### src/rtl/replica_pkg.sv
// Shared types and constants for the replica-exchange array and its run sequencer.
package replica_pkg;

   typedef logic [3:0] opt_command_t;

   typedef enum logic [2:0] {
      ST_IDLE      = 3'd0,
      ST_SEED      = 3'd1,
      ST_SEED_WAIT = 3'd2,
      ST_OPT       = 3'd3,
      ST_OPT_WAIT  = 3'd4,
      ST_EXCH      = 3'd5,
      ST_EXCH_WAIT = 3'd6,
      ST_FIN       = 3'd7
   } seq_state_t;

   localparam int unsigned EXCH_WAIT_CYCLES = 4;

   function automatic int unsigned max_one(input int unsigned v);
      return (v == 0) ? 1 : v;
   endfunction

endpackage

### src/rtl/seq_wait_timer.sv
// Load/count-down timer; o_expire marks the last cycle of an N-cycle wait loaded just before it.
module seq_wait_timer #(
   parameter int unsigned W = 12
) (
   input  logic         clk,
   input  logic         rst_n,
   input  logic         i_load,
   input  logic [W-1:0] i_load_val,
   output logic         o_expire
);

   logic [W-1:0] r_cnt;

   // Count register: reload on i_load, otherwise count down to zero and rest there.
   always_ff @(posedge clk or negedge rst_n) begin
      if (!rst_n) begin
         r_cnt <= '0;
      end else if (i_load) begin
         r_cnt <= i_load_val;
      end else if (r_cnt != '0) begin
         r_cnt <= r_cnt - W'(1);
      end else begin
         r_cnt <= r_cnt;
      end
   end

   assign o_expire = (r_cnt == W'(1));

endmodule

### src/rtl/replica_sequencer.sv
// Autonomous run controller: optional RNG seeding, N optimisation steps, periodic exchanges.
module replica_sequencer
   import replica_pkg::*;
#(
   parameter int unsigned replica_num = 32,
   parameter int unsigned iter_w      = 24,
   parameter int unsigned wait_w      = 12
) (
   input  logic              clk,
   input  logic              reset,
   input  logic              start,
   input  logic              abort,
   input  logic              seed_en,
   input  logic [iter_w-1:0] iter_num,
   input  opt_command_t      opt_com_cfg,
   input  logic [wait_w-1:0] opt_wait,
   input  logic [7:0]        exch_interval,
   output logic              busy,
   output logic              done,
   output logic [iter_w-1:0] iter_cnt,
   output logic              set_random,
   output logic              opt_run,
   output opt_command_t      opt_com,
   output logic              exchange_valid
);

   localparam int unsigned SEED_W = $clog2(replica_num + 1);
   localparam int unsigned TW0    = (wait_w > SEED_W) ? wait_w : SEED_W;
   localparam int unsigned TW     = (TW0 > 3) ? TW0 : 3;
   localparam logic [TW-1:0] SEED_LEN = TW'(max_one(replica_num));
   localparam logic [TW-1:0] EXCH_LEN = TW'(EXCH_WAIT_CYCLES);

   seq_state_t        r_state, w_state_nx;
   logic [iter_w-1:0] r_iter_num, r_iter_cnt, w_iter_cnt_nx, w_iter_inc;
   logic [wait_w-1:0] r_opt_wait;
   logic [7:0]        r_exch_interval, r_exch_cnt, w_exch_cnt_nx, w_exch_inc;
   opt_command_t      r_opt_com_cfg, r_opt_com, w_opt_com_nx;
   logic              r_busy, r_done, r_set_random, r_opt_run, r_exchange_valid;
   logic              w_latch, w_load, w_expire;
   logic [TW-1:0]     w_load_val, w_opt_len;

   assign w_iter_inc = r_iter_cnt + iter_w'(1);
   assign w_exch_inc = r_exch_cnt + 8'd1;
   assign w_opt_len  = (r_opt_wait == '0) ? TW'(1) : TW'(r_opt_wait);

   seq_wait_timer #(.W(TW)) u_timer (
      .clk        (clk),
      .rst_n      (reset),
      .i_load     (w_load),
      .i_load_val (w_load_val),
      .o_expire   (w_expire)
   );

   // Next-state, counter update and timer-load decode; abort pre-empts every busy state but FIN.
   always_comb begin
      w_state_nx    = r_state;
      w_iter_cnt_nx = r_iter_cnt;
      w_exch_cnt_nx = r_exch_cnt;
      w_latch       = 1'b0;
      w_load        = 1'b0;
      w_load_val    = '0;
      w_opt_com_nx  = r_opt_com;
      case (r_state)
         ST_IDLE: begin
            if (start) begin
               w_latch       = 1'b1;
               w_iter_cnt_nx = '0;
               w_exch_cnt_nx = 8'd0;
               if (iter_num == '0) begin
                  w_state_nx = ST_FIN;
               end else if (seed_en) begin
                  w_state_nx = ST_SEED;
               end else begin
                  w_state_nx = ST_OPT;
               end
            end else begin
               w_state_nx = ST_IDLE;
            end
         end
         ST_SEED: begin
            if (abort) begin
               w_state_nx = ST_FIN;
            end else begin
               w_load     = 1'b1;
               w_load_val = SEED_LEN;
               w_state_nx = ST_SEED_WAIT;
            end
         end
         ST_SEED_WAIT: begin
            if (abort) begin
               w_state_nx = ST_FIN;
            end else if (w_expire) begin
               w_state_nx = ST_OPT;
            end else begin
               w_state_nx = ST_SEED_WAIT;
            end
         end
         ST_OPT: begin
            if (abort) begin
               w_state_nx = ST_FIN;
            end else begin
               w_load     = 1'b1;
               w_load_val = w_opt_len;
               w_state_nx = ST_OPT_WAIT;
            end
         end
         ST_OPT_WAIT: begin
            if (abort) begin
               w_state_nx = ST_FIN;
            end else if (w_expire) begin
               w_iter_cnt_nx = w_iter_inc;
               w_exch_cnt_nx = w_exch_inc;
               if ((r_exch_interval != 8'd0) && (w_exch_inc == r_exch_interval)) begin
                  w_exch_cnt_nx = 8'd0;
                  w_state_nx    = ST_EXCH;
               end else if (w_iter_inc == r_iter_num) begin
                  w_state_nx = ST_FIN;
               end else begin
                  w_state_nx = ST_OPT;
               end
            end else begin
               w_state_nx = ST_OPT_WAIT;
            end
         end
         ST_EXCH: begin
            if (abort) begin
               w_state_nx = ST_FIN;
            end else begin
               w_load     = 1'b1;
               w_load_val = EXCH_LEN;
               w_state_nx = ST_EXCH_WAIT;
            end
         end
         ST_EXCH_WAIT: begin
            if (abort) begin
               w_state_nx = ST_FIN;
            end else if (w_expire) begin
               w_state_nx = (r_iter_cnt == r_iter_num) ? ST_FIN : ST_OPT;
            end else begin
               w_state_nx = ST_EXCH_WAIT;
            end
         end
         ST_FIN: begin
            w_state_nx = ST_IDLE;
         end
         default: begin
            w_state_nx = ST_IDLE;
         end
      endcase
      // First step of a run must use the live cfg, since the latch lands on the same edge.
      if (w_state_nx == ST_OPT) begin
         if (r_state == ST_IDLE) begin
            w_opt_com_nx = opt_com_cfg;
         end else begin
            w_opt_com_nx = r_opt_com_cfg;
         end
      end else begin
         w_opt_com_nx = r_opt_com;
      end
   end

   // State, counters and Moore outputs, all decoded from the next state so they align with it.
   always_ff @(posedge clk or negedge reset) begin
      if (!reset) begin
         r_state          <= ST_IDLE;
         r_iter_cnt       <= '0;
         r_exch_cnt       <= 8'd0;
         r_busy           <= 1'b0;
         r_done           <= 1'b0;
         r_set_random     <= 1'b0;
         r_opt_run        <= 1'b0;
         r_exchange_valid <= 1'b0;
         r_opt_com        <= '0;
      end else begin
         r_state          <= w_state_nx;
         r_iter_cnt       <= w_iter_cnt_nx;
         r_exch_cnt       <= w_exch_cnt_nx;
         r_busy           <= (w_state_nx != ST_IDLE);
         r_done           <= (w_state_nx == ST_FIN);
         r_set_random     <= (w_state_nx == ST_SEED);
         r_opt_run        <= (w_state_nx == ST_OPT);
         r_exchange_valid <= (w_state_nx == ST_EXCH);
         r_opt_com        <= w_opt_com_nx;
      end
   end

   // Run configuration, captured only when a start is accepted.
   always_ff @(posedge clk or negedge reset) begin
      if (!reset) begin
         r_iter_num      <= '0;
         r_opt_wait      <= '0;
         r_exch_interval <= 8'd0;
         r_opt_com_cfg   <= '0;
      end else if (w_latch) begin
         r_iter_num      <= iter_num;
         r_opt_wait      <= opt_wait;
         r_exch_interval <= exch_interval;
         r_opt_com_cfg   <= opt_com_cfg;
      end else begin
         r_iter_num      <= r_iter_num;
         r_opt_wait      <= r_opt_wait;
         r_exch_interval <= r_exch_interval;
         r_opt_com_cfg   <= r_opt_com_cfg;
      end
   end

   assign busy           = r_busy;
   assign done           = r_done;
   assign iter_cnt       = r_iter_cnt;
   assign set_random     = r_set_random;
   assign opt_run        = r_opt_run;
   assign opt_com        = r_opt_com;
   assign exchange_valid = r_exchange_valid;

endmodule

### config.mk
export PLATFORM = sky130hd
export DESIGN_NAME = replica_sequencer
export DESIGN_NICKNAME = d
export VERILOG_FILES = /design/src/rtl/replica_pkg.sv /design/src/rtl/seq_wait_timer.sv /design/src/rtl/replica_sequencer.sv
export SDC_FILE = /design/constraint.sdc
export NUM_CORES = 1
export LEC_CHECK = 0
export ABC_AREA = 1
export BUFFER_PORTS_ARGS = -buffer_cell sky130_fd_sc_hd__buf_2
export CORE_MARGIN = 4
export CORE_UTILIZATION = 33
export DETAILED_ROUTE_END_ITERATION = 8
export SLEW_MARGIN = 20
export SYNTH_ARGS = -nofsm -noshare
export SYNTH_HDL_FRONTEND = slang
export SYNTH_SLANG_ARGS = --single-unit
export TNS_END_PERCENT = 100
### constraint.sdc
create_clock -name clk -period 1.9 [get_ports clk]
set_input_delay 0.38 -clock clk [delete_from_list [all_inputs] [get_ports clk]]
set_output_delay 0.38 -clock clk [all_outputs]
set_load 0.05 [all_outputs]
==> results of run 1 <==
-- through the flow --
stage                     hold WS (ns)  setup slack, ns  cell area (um2)    util  total power [mW]
after floorplan                0.08441          -0.1696             6261       -             8.086
after global placement          0.3403          -0.1319             7994  0.4375             10.50
final                           0.2160          -0.1616             8733  0.4780             12.82
after CTS                       0.2065          -0.1633             8404  0.4600             12.53
after global routing            0.2169          -0.3368             8733  0.4780             13.94
after detailed placement        0.3415          -0.1929             7994  0.4375             10.60
-- area by class of cell --
| type | count | area (um2) | area share |
|---|---|---|---|
| multi-input cells | 629 | 3442 | 0.3941 |
| flip-flops and latches | 104 | 2625 | 0.3006 |
| repair buffers | 241 | 1680 | 0.1924 |
| inverters | 108 | 422.9 | 0.04842 |
| well taps | 229 | 286.5 | 0.03281 |
| clock buffers | 11 | 242.7 | 0.02779 |
| clock inverters | 4 | 31.28 | 0.003582 |
| diodes | 1 | 2.502 | 0.0002865 |
-- cell families (layout without fill, tap and decap cells) --
kind of cell / count (synthesis) / in the layout / share of synthesized area
xor gates and xnor gates: 32 / 32 / 0.04508
adders and majority gates: 4 / 4 / 0.008050
other: 0 / 1 / 0
DFF: 104 / 104 / 0.4186
AOI/OAI and AO/OA: 95 / 95 / 0.08654
and+or+nand+nor: 498 / 498 / 0.3647
buffers and inverters: 125 / 364 / 0.07708
-- routing by layer --
| metal | wire length, um | track usage | vias to the layer above |
|---|---|---|---|
| li1 | - | - | 3221 |
| met1 | 8041 | 0.2208 | 2860 |
| met2 | 8750 | 0.2917 | 130 |
| met3 | 992 | 0.05239 | 34 |
| met4 | 430 | 0.05128 | 8 |
| met5 | 53 | 0 | - |
-- synthesized netlist by cell type, types with 5 or more instances --
master                       n
sky130_fd_sc_hd__nand2_1   276
sky130_fd_sc_hd__xor2_1     14
sky130_fd_sc_hd__nand3_1    37
sky130_fd_sc_hd__nor3_1      9
sky130_fd_sc_hd__nand3b_1    9
sky130_fd_sc_hd__nand2_4     5
sky130_fd_sc_hd__nand2_2     9
sky130_fd_sc_hd__xnor2_1    18
sky130_fd_sc_hd__inv_1     103
sky130_fd_sc_hd__o21ai_0    50
sky130_fd_sc_hd__nand3_2     6
sky130_fd_sc_hd__nor2_2      6
sky130_fd_sc_hd__buf_2       5
sky130_fd_sc_hd__nor2_1     92
sky130_fd_sc_hd__clkbuf_1   10
sky130_fd_sc_hd__a21oi_1    17
sky130_fd_sc_hd__nor2_4      7
sky130_fd_sc_hd__nor4_1      6
sky130_fd_sc_hd__dfrtp_1   104
sky130_fd_sc_hd__nand4_1    25
sky130_fd_sc_hd__o22ai_1     9
-- tightest hold or removal path: stages --
cell	delay (ns)
sky130_fd_sc_hd__buf_2	0.08
sky130_fd_sc_hd__nand2_1	0.04
sky130_fd_sc_hd__nand2_1	0.04
-- where the power goes --
group / total (mW) / internal [mW] / switching, mW
Clock: 1.77 / 0.921 / 0.851
Sequential: 3.95 / 3.14 / 0.812
Combinational: 7.10 / 2.91 / 4.19
-- final timing paths --
| kind | cells after the start | to | from | slack [ns] |
|---|---|---|---|---|
| worst min register to register | 2 | r_opt_com_cfg[2] | r_opt_com_cfg[2] | 0.50 |
| worst min-delay path | 3 | r_opt_wait[7] | opt_wait[7] | 0.22 |
| max in group asynchronous | 3 | r_state[0] | reset | 0.81 |
| min in group asynchronous | 2 | r_iter_num[6] | reset | 0.50 |
| worst max-delay path | 16 | done | iter_cnt[1] | -0.16 |
| worst max register to register | 16 | done | iter_cnt[1] | -0.16 |
-- state kept, by name (all words and copies together), names as in the netlist --
signal and cells:
iter_cnt 24, r_iter_num 24, r_opt_wait 12, u_timer.r_cnt 12
r_exch_cnt 8, r_exch_interval 8, opt_com 4, r_opt_com_cfg 4
r_state 3, busy 1, done 1, exchange_valid 1
opt_run 1, set_random 1
-- repair_timing --
action	CTS	global route
hold buffers	1	0
pin swaps	18	34
setup endpoints to repair	34	45
hold endpoints to repair	26	0
gates resized for setup	17	81
buffers inserted	9	7
==> impl_metrics.env, run 1 <==
export IMPL_critical_path_max_stage_delay_ns=0.44
export IMPL_place_gp_congestion=0.8727
export IMPL_crit_family="simple AND/OR/NAND/NOR gates"
export IMPL_cts_htree_levels=3
export IMPL_layout_filler_cells=1797
export IMPL_synth_yosys_seq_area_share=0.4186
export IMPL_std_cell_rows=49
export IMPL_vias_per_cell=4.712
export IMPL_remaining_overflow_grt=0
export IMPL_dominantRegCellSynth="sky130_fd_sc_hd__dfrtp_1"
export IMPL_post_route_cells_drive_above_1_share=0.3400
export IMPL_crit_path_top_delay_cell="sky130_fd_sc_hd__dfrtp_4"
export IMPL_max_clock_path_buffers=2
export IMPL_leakage_nw=4.480
export IMPL_routed_via_count=6253
export IMPL_synth_enable_flop_cells=0
export IMPL_timing_hold_violations_final=0
export IMPL_power_per_cell_area_nw_per_um2=1468
export IMPL_cp_num_buf_inv=1
export IMPL_post_synth_instance_area_um2=6217
export IMPL_fmaxAchievable_ghz=0.4851
export IMPL_timing_final_crit_share=1.085
export IMPL_number_of_distinct_library_cell_variants_in_the_gate_level_netlist_after_synthesis=44
export IMPL_timing_worst_slew_pin_value_ns=0.6341
export IMPL_ant_nets=0
export IMPL_synth_cells=858
export IMPL_die_w_um=145.3
export IMPL_grt_start_max_net_pins=64
export IMPL_startpoint_class_of_the_critical_path="flop"
export IMPL_min_cycle_time_layout_ns=2.062
export IMPL_synth_async_reset_ratio=1.000
export IMPL_hpwl_detailed_um=14070
export IMPL_synth_top_cells_by_area="sky130_fd_sc_hd__dfrtp_1, sky130_fd_sc_hd__nand2_1, sky130_fd_sc_hd__inv_1"
export IMPL_cp_required_ns=2.16
export IMPL_critPathMostFrequentCell="sky130_fd_sc_hd__nand2_1"
export IMPL_synth_seq_cells=104
export IMPL_grt_first_pass_wirelength_um=30370
export IMPL_mean_instance_size_in_the_synthesized_netlist_um2=7.246
export IMPL_mostFrequentLayoutCells="sky130_fd_sc_hd__nand2_1, sky130_fd_sc_hd__buf_4, sky130_fd_sc_hd__inv_1"
export IMPL_drc_violations_left=0
export IMPL_ctsRootBufferMaster="sky130_fd_sc_hd__clkbuf_16"
export IMPL_setup_repair_after_global_routing_missed_its_margin="yes"
export IMPL_drt_pre_antenna_iters=4
export IMPL_worst_skew_pair_latency_ns=0.36
export IMPL_drt_iter0_drc=333
export IMPL_setup_tns_final_ns=-1.328
export IMPL_maxSlewViolCount=0
export IMPL_ir_worst_vdd_mv=0.5289
export IMPL_cts_tree="yes"
export IMPL_drt_total_wl_um=18270
export IMPL_critical_path_peak_fanout=6
export IMPL_worst_setup_hold_path_clk_slew_ns=0.07
export IMPL_postLayoutSetupSlackWorst_ns=-0.1616
export IMPL_setup_viol=11
export IMPL_yosys_area_top_type="sky130_fd_sc_hd__dfrtp_1"
export IMPL_worst_setup_path_type="flop to flop"
export IMPL_core_box_area_um2=18270
export IMPL_flow_area_growth_from_synthesis_pct=40.47
export IMPL_endpoint_kind="flop"
export IMPL_dp_cells=1295
export IMPL_antenna_violations_before_repair=5
export IMPL_initial_util=0.3403
export IMPL_synth_nets=915
export IMPL_drv_max_cap_violation_count=0
export IMPL_area_share_of_the_leading_cell_type_in_the_synthesized_netlist=0.4186
export IMPL_class_of_the_worst_hold_path="input port to flop"
export IMPL_clock_sinks=104
export IMPL_cts_made_buffers=9
export IMPL_fp_dieH_um=145.3
export IMPL_ioPinCount=86
export IMPL_port_buffers=85
export IMPL_final_nets=1150
export IMPL_violations="negative setup slack"
export IMPL_yosysWarningCount=0
export IMPL_mostFrequentLayoutCell="sky130_fd_sc_hd__nand2_1"
export IMPL_cp_cell_sequence="ha_4 > nand2_4 > nor2_8 > nand2_4 > nor2_4 > nand3_1 > nand2_1 > nor2_1 > nand2_1 > nor2_1 > nand2_1 > nand2_2 > a21oi_4 > nand2_4 > nand2_1 > inv_1"
export IMPL_finClkSkew_ns=0.009864
export IMPL_floorplan_die_area_um2=21100
export IMPL_critical_path_arrival_ns=2.32
export IMPL_grt_util_all_layers=0.1751
export IMPL_routed_wl_per_cell_um=13.77
export IMPL_run_status="finished, violations left"
export IMPL_timing_slew_headroom=0.5773
export IMPL_first_global_vias=6241
export IMPL_post_layout_nonfiller_instances=1327
No activity file was read; power rests on OpenSTA's default activity.
==> inputs of run 2 (changes only) <==
--- a/config.mk
+++ b/config.mk
@@ -5,7 +5,6 @@
 export SDC_FILE = /design/constraint.sdc
 export NUM_CORES = 1
 export LEC_CHECK = 0
-export ABC_AREA = 1
 export BUFFER_PORTS_ARGS = -buffer_cell sky130_fd_sc_hd__buf_2
 export CORE_MARGIN = 4
 export CORE_UTILIZATION = 33
==> run 2 against run 1 <==
Compared with the run above:
- the run still ends with negative setup slack left
- utilization increased by 3.0 points
- die area is 4.2% lower
- worst setup slack worse by 1.0 ns
- largest power group unchanged
- combinational power decreased by 31%
==> impl_metrics.env, run 2 <==
export IMPL_max_clock_path_buffers=2
export IMPL_global_route_peak_usage_layer="met2"
export IMPL_violations="negative setup slack"
export IMPL_timing_final_crit_share=1.611
export IMPL_timing_slew_headroom=0.6018
export IMPL_endpoint_kind="flop"
export IMPL_fp_dieH_um=142.2
export IMPL_hpwl_detailed_um=13100
export IMPL_area_share_of_the_leading_cell_type_in_the_synthesized_netlist=0.4382
export IMPL_fmaxAchievable_ghz=0.3267
export IMPL_place_gp_congestion=0.9340
export IMPL_final_nets=941
export IMPL_die_w_um=142.2
export IMPL_grt_start_max_net_pins=67
export IMPL_synth_top_cells_by_area="sky130_fd_sc_hd__dfrtp_1, sky130_fd_sc_hd__mux2_2, sky130_fd_sc_hd__xnor2_1"
export IMPL_run_status="finished, violations left"
export IMPL_drt_pre_antenna_iters=5
export IMPL_mostFrequentLayoutCell="sky130_fd_sc_hd__buf_4"
export IMPL_ioPinCount=86
export IMPL_grt_first_pass_wirelength_um=29090
export IMPL_setup_tns_final_ns=-18.42
export IMPL_initial_util=0.3398
export IMPL_worstRegToRegCells=10
export IMPL_postLayoutSetupSlackWorst_ns=-1.161
export IMPL_cts_tree="yes"
export IMPL_setup_viol=43
export IMPL_port_buffers=85
export IMPL_whs_path_depth=2
export IMPL_std_cell_rows=48
export IMPL_yosys_area_top_type="sky130_fd_sc_hd__dfrtp_1"
export IMPL_finClkSkew_ns=0.01574
export IMPL_ir_worst_vdd_mv=0.5797
export IMPL_mean_instance_size_in_the_synthesized_netlist_um2=9.626
export IMPL_cts_htree_levels=3
export IMPL_met3_usage=0.03360
export IMPL_post_synth_instance_area_um2=5939
export IMPL_leakage_nw=4.096
export IMPL_drt_iter0_drc=315
export IMPL_setup_repair_after_global_routing_missed_its_margin="yes"
export IMPL_vias_per_cell=5.202
export IMPL_drc_violations_left=0
export IMPL_num_antenna_cells=0
export IMPL_hold_path_endpoint="r_opt_wait[2]"
export IMPL_worst_skew_pair_latency_ns=0.37
export IMPL_grt_util_all_layers=0.1796
export IMPL_dominantRegCellSynth="sky130_fd_sc_hd__dfrtp_1"
export IMPL_power_per_cell_area_nw_per_um2=1170
export IMPL_timing_hold_violations_final=0
export IMPL_critical_path_peak_fanout=5
export IMPL_ant_nets=0
export IMPL_startpoint_class_of_the_critical_path="flop"
export IMPL_min_cycle_time_layout_ns=3.061
export IMPL_synth_seq_cells=104
export IMPL_r2r_end="opt_com[3]"
export IMPL_ctsRootBufferMaster="sky130_fd_sc_hd__clkbuf_16"
export IMPL_layout_filler_cells=1600
export IMPL_cts_made_buffers=9
export IMPL_floorplan_die_area_um2=20210
export IMPL_worst_setup_hold_path_clk_slew_ns=0.08
export IMPL_hold_path_startpoint="opt_wait[2]"
export IMPL_synth_async_reset_ratio=1.000
export IMPL_synth_most_common_cell="sky130_fd_sc_hd__dfrtp_1"
export IMPL_critical_path_reg2reg_startpoint="iter_cnt[1]"
export IMPL_synth_yosys_seq_area_share=0.4382
export IMPL_routed_via_count=5795
export IMPL_timing_hold_ws_ns=0.2387
export IMPL_post_route_cells_drive_above_1_share=0.4859
export IMPL_yosysWarningCount=0
export IMPL_global_route_usage_met2=0.3123
export IMPL_first_global_vias=5779
export IMPL_globalRouteMet1Util=0.2268
export IMPL_worst_setup_path_type="flop to flop"
export IMPL_drt_total_wl_um=17960
export IMPL_remaining_overflow_grt=0
export IMPL_routed_wl_per_cell_um=16.12
export IMPL_critical_path_arrival_ns=3.31
export IMPL_maxSlewViolCount=0
export IMPL_antenna_violations_before_repair=0
export IMPL_cp_required_ns=2.15
export IMPL_number_of_distinct_library_cell_variants_in_the_gate_level_netlist_after_synthesis=59
export IMPL_timing_worst_slew_pin_value_ns=0.5896
export IMPL_synth_enable_flop_cells=0
export IMPL_flow_area_growth_from_synthesis_pct=49.36
export IMPL_netlist_top_cells_count="sky130_fd_sc_hd__dfrtp_1, sky130_fd_sc_hd__nand2_1, sky130_fd_sc_hd__nor2_1, sky130_fd_sc_hd__mux2_2, sky130_fd_sc_hd__o21ai_0"
export IMPL_post_route_util=0.5076
export IMPL_class_of_the_worst_hold_path="input port to flop"
export IMPL_reg2reg_slack_ns=-1.16
export IMPL_core_box_area_um2=17480
export IMPL_synth_nets=674
export IMPL_mostFrequentLayoutCells="sky130_fd_sc_hd__buf_4, sky130_fd_sc_hd__dfrtp_1, sky130_fd_sc_hd__buf_2"
export IMPL_clock_sinks=104
export IMPL_synth_cells=617
export IMPL_drv_max_cap_violation_count=0
## run 2: area by class of cell
type                    count  area [um2]  area share
clock buffers               9       225.2     0.02539
clock inverters             7       72.57    0.008181
inverters                   7       26.28    0.002962
multi-input cells         474        3560      0.4013
flip-flops and latches    104        2626      0.2961
well taps                 225       281.5     0.03173
repair buffers            288        2079      0.2344
## run 2: critical path: stages (launching register included)
cell and delay [ns]:
sky130_fd_sc_hd__dfrtp_4 0.43, sky130_fd_sc_hd__ha_4 0.14, sky130_fd_sc_hd__nand2_2 0.04, sky130_fd_sc_hd__or4_4 0.42
sky130_fd_sc_hd__or3_1 0.32, sky130_fd_sc_hd__a211o_1 0.26, sky130_fd_sc_hd__or4_4 0.56, sky130_fd_sc_hd__o41ai_4 0.22
sky130_fd_sc_hd__buf_4 0.18, sky130_fd_sc_hd__a21oi_4 0.08, sky130_fd_sc_hd__mux2_4 0.30
## run 2: per-stage QoR
stage / instances / setup slack (ns) / total power [mW] / area (um2)
after floorplan: 617 / -1.478 / 6.247 / 6096
after global placement: 1075 / -1.181 / 8.179 / 7995
final: 1114 / -1.161 / 10.38 / 8871
after global routing: 1114 / -1.252 / 11.10 / 8871
after CTS: 1114 / -1.177 / 10.44 / 8808
after detailed placement: 1075 / -1.187 / 8.262 / 7995
## run 2: repair_timing
item,in CTS,in global routing
cloned,2,0
resized for setup,92,19
hold endpoints to repair,13,0
setup buffers,23,8
pin swaps,27,23
hold buffers,1,0
endpoints found under the setup margin,91,48
## run 2: power by group
group	switching, mW	internal, mW	total [mW]
registers	0.619	2.97	3.59
logic	2.37	2.54	4.91
clock network	0.947	0.932	1.88
total	3.93	6.44	10.4
## run 2: how the worst max path moves through the flow
| stage | startpoint | endpoint | slack [ns] | cells after the start |
|---|---|---|---|---|
| 2_1_floorplan | iter_cnt[8] | opt_com[0] | -1.48 | 10 |
| 3_3_place_gp | iter_cnt[1] | opt_com[2] | -1.18 | 10 |
| 3_5_place_dp | iter_cnt[1] | opt_com[2] | -1.19 | 10 |
| 4_1_cts | iter_cnt[1] | opt_com[3] | -1.18 | 10 |
| 5_1_grt | iter_cnt[11] | opt_com[3] | -1.25 | 9 |
| 6_report | iter_cnt[1] | opt_com[3] | -1.16 | 10 |
## run 2: logic make-up (layout without fill, tap and decap cells)
| group | after synthesis | after routing | share of synthesized area |
|---|---|---|---|
| buf+inv | 39 | 311 | 0.02549 |
| simple gates | 244 | 244 | 0.2123 |
| mux | 52 | 52 | 0.1009 |
| compound gates | 114 | 114 | 0.1262 |
| flops | 104 | 104 | 0.4382 |
| fa+ha+maj | 4 | 4 | 0.008427 |
| xor+xnor | 60 | 60 | 0.08848 |
## run 2: metal layers
metal	wire length, um	vias up
met5	0	-
met4	308	0
met3	871	23
met2	8961	160
met1	7816	2815
li1	-	2797
==> inputs of run 3 (changes only) <==
--- a/config.mk
+++ b/config.mk
@@ -9,6 +9,7 @@
 export CORE_MARGIN = 4
 export CORE_UTILIZATION = 33
 export DETAILED_ROUTE_END_ITERATION = 8
+export PLACE_DENSITY = 0.56
 export SLEW_MARGIN = 20
 export SYNTH_ARGS = -nofsm -noshare
 export SYNTH_HDL_FRONTEND = slang
==> run 3 against run 2 <==
Compared with the run above:
- die area is the same
- sequential power is essentially flat
- register-to-register slack gained 0.04 ns
- utilization grew 0.50 points
- worst setup slack gained 0.041 ns
- the run still ends with negative setup slack left
- critical endpoint is now opt_com[2]
- critical path type unchanged
- largest power group unchanged
- clock-buffer cell count grew 1
- flip-flop and latch count is the same
- combinational power grew 6.3%
==> impl_metrics.env, run 3 (same netlist as run 2, synthesis figures left out) <==
export IMPL_routed_via_count=5771
export IMPL_die_w_um=142.2
export IMPL_leakage_nw=4.067
export IMPL_critical_path_peak_fanout=5
export IMPL_post_layout_nonfiller_instances=1105
export IMPL_vias_per_cell=5.223
export IMPL_timing_final_crit_share=1.589
export IMPL_grt_start_max_net_pins=38
export IMPL_drt_iter0_drc=340
export IMPL_postLayoutSetupSlackWorst_ns=-1.120
export IMPL_cts_tree="yes"
export IMPL_core_box_area_um2=17480
export IMPL_class_of_the_worst_hold_path="input port to asynchronous set/reset pin"
export IMPL_port_buffers=85
export IMPL_initial_util=0.3398
export IMPL_num_antenna_cells=0
export IMPL_endpoint_kind="flop"
export IMPL_crit_family="simple AND/OR/NAND/NOR gates"
export IMPL_timing_worst_slew_pin_value_ns=0.6173
export IMPL_cts_hold_fix_buffers=0
export IMPL_fp_dieH_um=142.2
export IMPL_min_cycle_time_layout_ns=3.020
export IMPL_flow_area_growth_from_synthesis_pct=50.83
export IMPL_antenna_violations_before_repair=0
export IMPL_layout_filler_cells=1566
export IMPL_cp_num_buf_inv=1
export IMPL_fmaxAchievable_ghz=0.3311
export IMPL_cts_htree_levels=3
export IMPL_setup_tns_final_ns=-18.59
export IMPL_drt_pre_antenna_iters=5
export IMPL_timing_slew_headroom=0.5831
export IMPL_finalPower_mw=10.76
export IMPL_setup_viol=43
export IMPL_place_worst_setup_slack_ns=-1.195
export IMPL_dp_cells=1070
export IMPL_cp_cell_sequence="ha_4 > nand2_1 > or4_4 > or3_1 > a211o_1 > or4_4 > o41ai_4 > buf_4 > a21oi_4 > mux2_4"
export IMPL_maxSlewViolCount=0
export IMPL_drc_violations_left=0
export IMPL_std_cell_rows=48
export IMPL_crit_path_top_delay_cell="sky130_fd_sc_hd__or4_4"
export IMPL_drv_max_cap_violation_count=0
export IMPL_critical_path_arrival_ns=3.26
export IMPL_drt_total_wl_um=19550
export IMPL_critical_path_max_stage_delay_ns=0.50
export IMPL_routed_wl_per_cell_um=17.69
export IMPL_mostFrequentLayoutCells="sky130_fd_sc_hd__buf_4, sky130_fd_sc_hd__dfrtp_1, sky130_fd_sc_hd__buf_2"
export IMPL_clock_sinks=104
export IMPL_place_gp_congestion=0.8872
export IMPL_final_nets=933
export IMPL_mostFrequentLayoutCell="sky130_fd_sc_hd__buf_4"
export IMPL_grt_util_all_layers=0.1898
export IMPL_ir_worst_vdd_mv=0.6447
export IMPL_cts_made_buffers=9
export IMPL_worst_skew_pair_latency_ns=0.36
export IMPL_timing_hold_violations_final=0
export IMPL_power_per_cell_area_nw_per_um2=1201
export IMPL_floorplan_die_area_um2=20210
export IMPL_max_clock_path_buffers=2
export IMPL_run_status="finished, violations left"
export IMPL_violations="negative setup slack"
export IMPL_setup_repair_after_global_routing_missed_its_margin="yes"
export IMPL_ioPinCount=86
export IMPL_worst_setup_hold_path_clk_slew_ns=0.07
export IMPL_startpoint_class_of_the_critical_path="flop"
export IMPL_post_route_cells_drive_above_1_share=0.4898
export IMPL_grt_first_pass_wirelength_um=30330
export IMPL_ant_nets=0
export IMPL_reg2reg_slack_ns=-1.12
export IMPL_remaining_overflow_grt=0
export IMPL_first_global_vias=5891
export IMPL_critPathMostFrequentCell="sky130_fd_sc_hd__or4_4"
export IMPL_ctsRootBufferMaster="sky130_fd_sc_hd__clkbuf_16"
export IMPL_cp_required_ns=2.14
export IMPL_hpwl_detailed_um=14380
export IMPL_finClkSkew_ns=0.01222
export IMPL_worst_setup_path_type="flop to flop"
## run 3: changes by cell type in the layout (fill, tap and decap cells not counted), sizes merged
cell,delta
a21o,+1
buf,-11
bufinv,+1
clkbuf,+4
dlygate4sd3,-1
inv,-3
## run 3: worst paths after layout
path,from,to,cells past startpoint
setup / recovery,iter_cnt[1],opt_com[2],10
hold / removal,reset,r_iter_num[2],1
setup reg to reg,iter_cnt[1],opt_com[2],10
hold reg to reg,opt_com[2],opt_com[2],1
max in group asynchronous,reset,r_exch_cnt[0],2
min in group clk,exch_interval[7],r_exch_interval[7],2
## run 3: report_power, final
| group | internal [mW] | total (mW) | switching (mW) |
|---|---|---|---|
| sequential | 2.98 | 3.62 | 0.643 |
| combinational | 2.62 | 5.22 | 2.60 |
| clock | 1.06 | 1.92 | 0.860 |
## run 3: through the flow
| stage | hold slack (ns) | util | cell area [um2] |
|---|---|---|---|
| floorplan | 0.08441 | - | 6096 |
| global placement | 0.3865 | 0.4551 | 7954 |
| detailed placement | 0.3984 | 0.4551 | 7954 |
| CTS | 0.01047 | 0.4969 | 8683 |
| global route | 0.02581 | 0.5126 | 8959 |
| finish | 0.002779 | 0.5126 | 8959 |
## run 3: cell type report
cell class | count | area, um2 | share of cell area
multi-input cells | 475 | 3637 | 0.4060
flip-flops and latches | 104 | 2625 | 0.2930
inverters | 7 | 26.28 | 0.002933
repair buffers | 279 | 2083 | 0.2325
well taps | 225 | 281.5 | 0.03142
clock buffers | 10 | 239.0 | 0.02668
clock inverters | 5 | 66.31 | 0.007402
## run 3: repair_timing
action,4_1_cts,5_1_grt
gates resized for setup,83,45
pin swaps,19,23
cloned,3,3
setup endpoints to repair,63,68
setup buffers,6,13
## run 3: per-layer routing
| layer | up-vias | wire [um] | global-route usage |
|---|---|---|---|
| li1 | 2774 | - | - |
| met1 | 2853 | 8212 | 0.2331 |
| met2 | 115 | 10130 | 0.3374 |
| met3 | 29 | 728 | 0.03394 |
| met4 | 0 | 479 | 0.06111 |
| met5 | - | 0 | 0 |
